### src/rtl/if_inst_buffer.sv
// Fetch-to-decode decoupling FIFO: holds fetch beats in order,
// flushes on redirect, and keeps id_allow_in off the fetch path.
module if_inst_buffer #(
  parameter int DEPTH = 4,
  parameter int BUS_W = 97
) (
  input  logic                         clk,
  input  logic                         reset,
  input  logic                         in_valid,
  output logic                         in_allow_in,
  input  logic [BUS_W-1:0]             in_bus,
  output logic                         out_valid,
  input  logic                         id_allow_in,
  output logic [BUS_W-1:0]             out_bus,
  input  logic                         redirect_valid,
  output logic [$clog2(DEPTH+1)-1:0]   occupancy
);

  localparam int PW = $clog2(DEPTH);
  localparam int CW = $clog2(DEPTH+1);

  logic [BUS_W-1:0] mem [DEPTH];
  logic [PW-1:0]    wp;
  logic [PW-1:0]    rp;
  logic [CW-1:0]    count;
  logic             full;
  logic             push;
  logic             pop;

  assign full        = (count == CW'(DEPTH));
  assign in_allow_in = redirect_valid | ~full;
  assign out_valid   = (count != '0) & ~redirect_valid;
  assign out_bus     = out_valid ? mem[rp] : '0;
  assign occupancy   = count;

  assign push = in_valid & in_allow_in & ~redirect_valid;
  assign pop  = out_valid & id_allow_in;

  // Pointers wrap naturally since DEPTH is a power of two.
  always_ff @(posedge clk) begin
    if (reset) begin
      wp    <= '0;
      rp    <= '0;
      count <= '0;
    end else if (redirect_valid) begin
      wp    <= '0;
      rp    <= '0;
      count <= '0;
    end else begin
      if (push) wp <= wp + PW'(1);
      if (pop)  rp <= rp + PW'(1);
      unique case ({push, pop})
        2'b10:   count <= count + CW'(1);
        2'b01:   count <= count - CW'(1);
        default: count <= count;
      endcase
    end
  end

  always_ff @(posedge clk) begin
    if (push) mem[wp] <= in_bus;
  end

endmodule

### config.mk
export PLATFORM = sky130hd
export DESIGN_NAME = if_inst_buffer
export DESIGN_NICKNAME = d
export VERILOG_FILES = /design/src/rtl/if_inst_buffer.sv
export SDC_FILE = /design/constraint.sdc
export NUM_CORES = 1
export LEC_CHECK = 0
export CAP_MARGIN = 20
export CELL_PAD_IN_SITES_DETAIL_PLACEMENT = 0
export CELL_PAD_IN_SITES_GLOBAL_PLACEMENT = 1
export CORE_ASPECT_RATIO = 1.4
export CORE_MARGIN = 3
export CORE_UTILIZATION = 32
export CTS_BUF_LIST = sky130_fd_sc_hd__clkbuf_4 sky130_fd_sc_hd__clkbuf_8
export DETAILED_ROUTE_END_ITERATION = 16
export GPL_TIMING_DRIVEN = 0
export PLACE_DENSITY = 0.65
export SETUP_SLACK_MARGIN = 0.5
export SYNTH_ARGS = -nofsm -noshare
export SYNTH_HDL_FRONTEND = slang
export SYNTH_SLANG_ARGS = --single-unit
### constraint.sdc
create_clock -name clk -period 7.7 [get_ports clk]
set_input_delay 1.155 -clock clk [delete_from_list [all_inputs] [get_ports clk]]
set_output_delay 1.155 -clock clk [all_outputs]
set_load 0.05 [all_outputs]
Word-level counts from Yosys, hierarchy flattened
Memory sizes are Yosys's and may differ from the RTL's. A register that Yosys moved wholly into a read port is not among the register bits.
Cells that the tools add are included.

word-level totals
  memories = 1
  input port bits = 102
  register bits = 7
  memory bits (writable) = 388

memory list
  name  depth  width  read ports  clocked after memory_dff  write ports  line  RTL
  mem   4      97     1           1                         1            22    logic [BUS_W-1:0] mem [DEPTH];

operators by class
  equal/unequal tests = 3
  $add $sub $neg = 4
  reduce and logical (&&, ||, !) cells = 3
  muxes and demuxes = 6
  bitwise gates (word level) = 7

operator list
  cell                                                 count
  2-to-1 mux 97 bit                                    1
  case mux 3 bit (2 select lines)                      1
  adder 2 x 1 -> 2 bit, second input constant          2
  AND 1 bit                                            4
  2-to-1 mux 2 bit                                     2
  adder 3 x 1 -> 3 bit, second input constant          1
  equality test 3 bit, second input constant           1
  nonzero test 3 bit                                   1
  subtractor 3 x 1 -> 3 bit, second input constant     1
  equality test 2 x 1 -> 1 bit, second input constant  1
  equality test 2 bit, second input constant           1
  2-to-1 mux 1 bit                                     2
  NOT 1 bit                                            2
  nonzero test 2 bit                                   1
  OR reduction 2 bit                                   1
  OR 1 bit                                             1

Logic depth before layout (Yosys ltp)
  depth in word-level cells = 7
  mapped depth = 9

Worst setup path after synthesis
No wires, ideal clock.

  path kind = input to register
  start point = input port in_valid
  end point = memory mem[0][0] (enable)
  stages on the path = 3
  path buffers = 0
  setup slack = 3.352 ns
  data required time = 7.233 ns
  data arrival time = 3.881 ns
  library setup time = 0.467 ns
  path through = inv_1 > a311oi_1 > and2_1

on the way
  word-level cells in the longest chain between the ends = 4

RTL lines
  element                                 line  RTL
  start, declared                         9     input logic in_valid,
  AND 1 bit (2 in a row)                  36    assign push = in_valid & in_allow_in & ~redirect_valid;
  2-to-1 mux 1 bit                        61    if (push) mem[wp] <= in_bus;
  2-to-1 mux 1 bit (not written as such)  61
  end, declared                           22

No other way between the ends.

Worst setup path in the final report
  start point = input port redirect_valid
  end point = output port out_bus[75]

on the way
  word-level cells in the longest chain between the ends = 3

RTL lines
  element            line  RTL
  start, declared    15    input logic redirect_valid,
  NOT 1 bit          32    assign out_valid = (count != '0) & ~redirect_valid;
  AND 1 bit          32
  2-to-1 mux 97 bit  33    assign out_bus = out_valid ? mem[rp] : '0;
  end, declared      14    output logic [BUS_W-1:0] out_bus,

No other way between the ends.

==> reports/metrics.yaml <==
syn_to_final_growth_pct: 27.3
cts_setup_buffers: 0
rsz0062_at_grt: "no"
grt_use_met2_pct: 23.8
cts.sinks: 397
gp_congestion: 0.679
finalHoldViolCount: 0
arrival_ns: 4.16
grt_max_degree: 53
max_slew_margin_pct: 42.6
io_pins: 204
clock_latency_ns: 0.61
fin_cells: 1608
route.detailed.drc: 0
ys_seq_area_share_pct: 78.2
num_rows: 93
post-route-period-util_pct: 69.0
clkPwrFrac_pct: 39.6
die_y_um: 263
yosysMostFrequentCell: "edfxtp_1"
hold_slack_ns: 0.499
finalMaxSlewViolations: 0
hold_class: "flop to flop"
multi_input_area_mm2: 0.00309
power_density_mw_per_mm2: 225
netSwitchingFraction_pct: 20.8
dpl_worst_slack_ns: 2.25
overflow: 0
synth_enable_flop_cells: 388
synth.top_cell.area_share_pct: 77.0
grt_pass1_vias: 8171
syn_nets: 780
endpoint_kind: "output pin"
p_switching_mw: 0.899
worst-r2r-setup-slack_ns: 5.04
p_int_mw: 3.43
avgRoutedWirePerCell_um: 20.5
yosys.area.top_type: "edfxtp_1"
synth_commonest_cells: "edfxtp_1 (388), and2_1 (101), mux4_2 (97)"
ys_ff_latch: 397
yosys-top-cells-area: "edfxtp_1 (77%), mux4_2 (14%), and2_1 (4.2%), dfxtp_1 (1.2%), clkbuf_1 (0.42%)"
r2r-start: "occupancy[0]$_SDFFE_PP0P_"
synthesis.area_mm2: 0.0151
fin_ws_ns: 2.39
yosys_most_used_dff: "edfxtp_1"
p_comb_share_pct: 4.7
startpoint_type: "input pin"
drv_cap: 0
dieArea_mm2: 0.0500
stdcell_area_mm2: 0.0193
core_area_mm2: 0.0464
hold_buffers: 0
synth_cell_types: 24
vias: 7322
syn_inst: 672
ant_nets: 0
num-fill-cells: 4076
final-setup-viol-count: 0
fin_nets: 1050
path_clk_slew_ns: 0.06
hold_path.startpoint: "rp[1]$_SDFFE_PP0P_"
antenna_found_initial: 4
cts_tree: "done"
place_inst: 1496
drt_iter0_drc: 341
cts_buffers: 61
synth-async-reset-ratio_pct: 0
drt-pass1-iter-count: 4
finClkSkew_ns: 0.0240
reg2reg_to: "mem[2][76]$_DFFE_PP_"
worstRegToRegCells: 4
busiest_layer: "met2"
htree_levels: 2
yosysWarnings: 0
p_leak_nw: 6.03
outcome: "completed"
register_area_mm2: 0.0118
cts_root_buf: "clkbuf_8"
hpwl_mm: 20.2
cp_data_required_time_ns: 6.55
start_util_pct: 32.6
crit_type: "input pin to output pin"
use_met3_pct: 2.90
power_mw: 4.33
path_max_fanout: 10
postSynthAreaPerCell_um2: 22.5
routed_wl_mm: 33.0
drive_gt1_share_pct: 22.8
finish.utilization_pct: 41.5
holdPathStages: 2
max_freq_mhz: 188
grt_pass1_wl_mm: 49.6
track_usage_pct: 13.2
seq_power_share_pct: 55.8
worstMarginPinSlew_ns: 0.861
clockBufferDepth: 3
post_dp_cell_area_mm2: 0.0181
fin_setup_tns_ns: 0
peakVddDrop_mv: 0.137
vias_per_cell: 4.55
period_minus_slack_ns: 5.31
portBuffers: 203
use_met1_pct: 15.3
die_w_um: 190
post_cts_resized: 0
registers in the layout, indices dropped and copies added (netlist names), named ones only:
signal and cells:
wp 2, mem 388, occupancy 3, rp 2
routing by layer:
| layer | vias up | share of wire, % |
|---|---|---|
| li1 | 3292 | - |
| met1 | 3781 | 40 |
| met2 | 182 | 53 |
| met3 | 63 | 4.6 |
| met4 | 4 | 2.6 |
| met5 | - | 0.082 |
layout by cell type (no fill, tap or decap), types with 2 or more instances in the layout:
master / count
edfxtp_1: 388
clkdlybuf4s50_1: 203
mux4_2: 97
and2_1: 97
clkbuf_8: 66
clkbuf_4: 23
clkbuf_1: 17
buf_2: 11
clkinv_2: 10
dfxtp_1: 9
clkinv_1: 9
inv_1: 8
a21oi_1: 7
o21ai_0: 5
ha_1: 5
nor2_1: 4
buf_8: 4
and2_4: 4
buf_16: 4
or3_1: 3
diode_2: 2
xor2_1: 2
nand3_1: 2
critical path, stage by stage:
cell             delay, ns
clkdlybuf4s50_1       0.53
nor2_4                0.45
clkbuf_1              0.50
clkbuf_1              0.45
and2_1                0.24
clkdlybuf4s50_1       0.81
final cells by class:
type | count | area share [%]
diodes | 2 | 0.0260
flip-flops and latches | 397 | 61.4
clock inverters | 21 | 0.630
well taps | 617 | 4.01
plain buffers | 33 | 0.987
clock buffers | 89 | 5.61
repair buffers | 207 | 11.1
multi-input cells | 234 | 16.0
inverters | 8 | 0.156
power by group through the flow:
stage | sequential (mW) | combinational, mW | clock (mW)
global route | 2.42 | 0.217 | 1.88
global placement | 2.47 | 0.199 | 0
detailed placement | 2.46 | 0.206 | 0
CTS | 2.42 | 0.207 | 1.78
finish | 2.42 | 0.203 | 1.71
floorplan | 2.46 | 0.0884 | 0
how the worst max path moves through the flow:
| stage | startpoint | slack (ns) | end | cells after the start |
|---|---|---|---|---|
| 6_report | redirect_valid | 2.39 | out_bus[75] | 6 |
| 5_1_grt | redirect_valid | 2.20 | out_bus[74] | 6 |
| 4_1_cts | redirect_valid | 2.25 | out_bus[74] | 6 |
| 3_5_place_dp | redirect_valid | 2.25 | out_bus[74] | 6 |
| 3_3_place_gp | in_valid | 0.51 | mem[0][70]$_DFFE_PP_ | 4 |
| 2_1_floorplan | in_valid | 3.35 | mem[0][0]$_DFFE_PP_ | 3 |
logic make-up after synthesis:
logic type,count (synthesis),synth area share (%)
and+or+nand+nor,116,4.80
AOI/OAI and AO/OA,13,0.455
DFF,397,78.2
xor gates and xnor gates,2,0.116
adders and majority gates,6,0.546
muxes,97,14.4
buffers and inverters,41,1.46
Power figures use the tool's default switching activity.
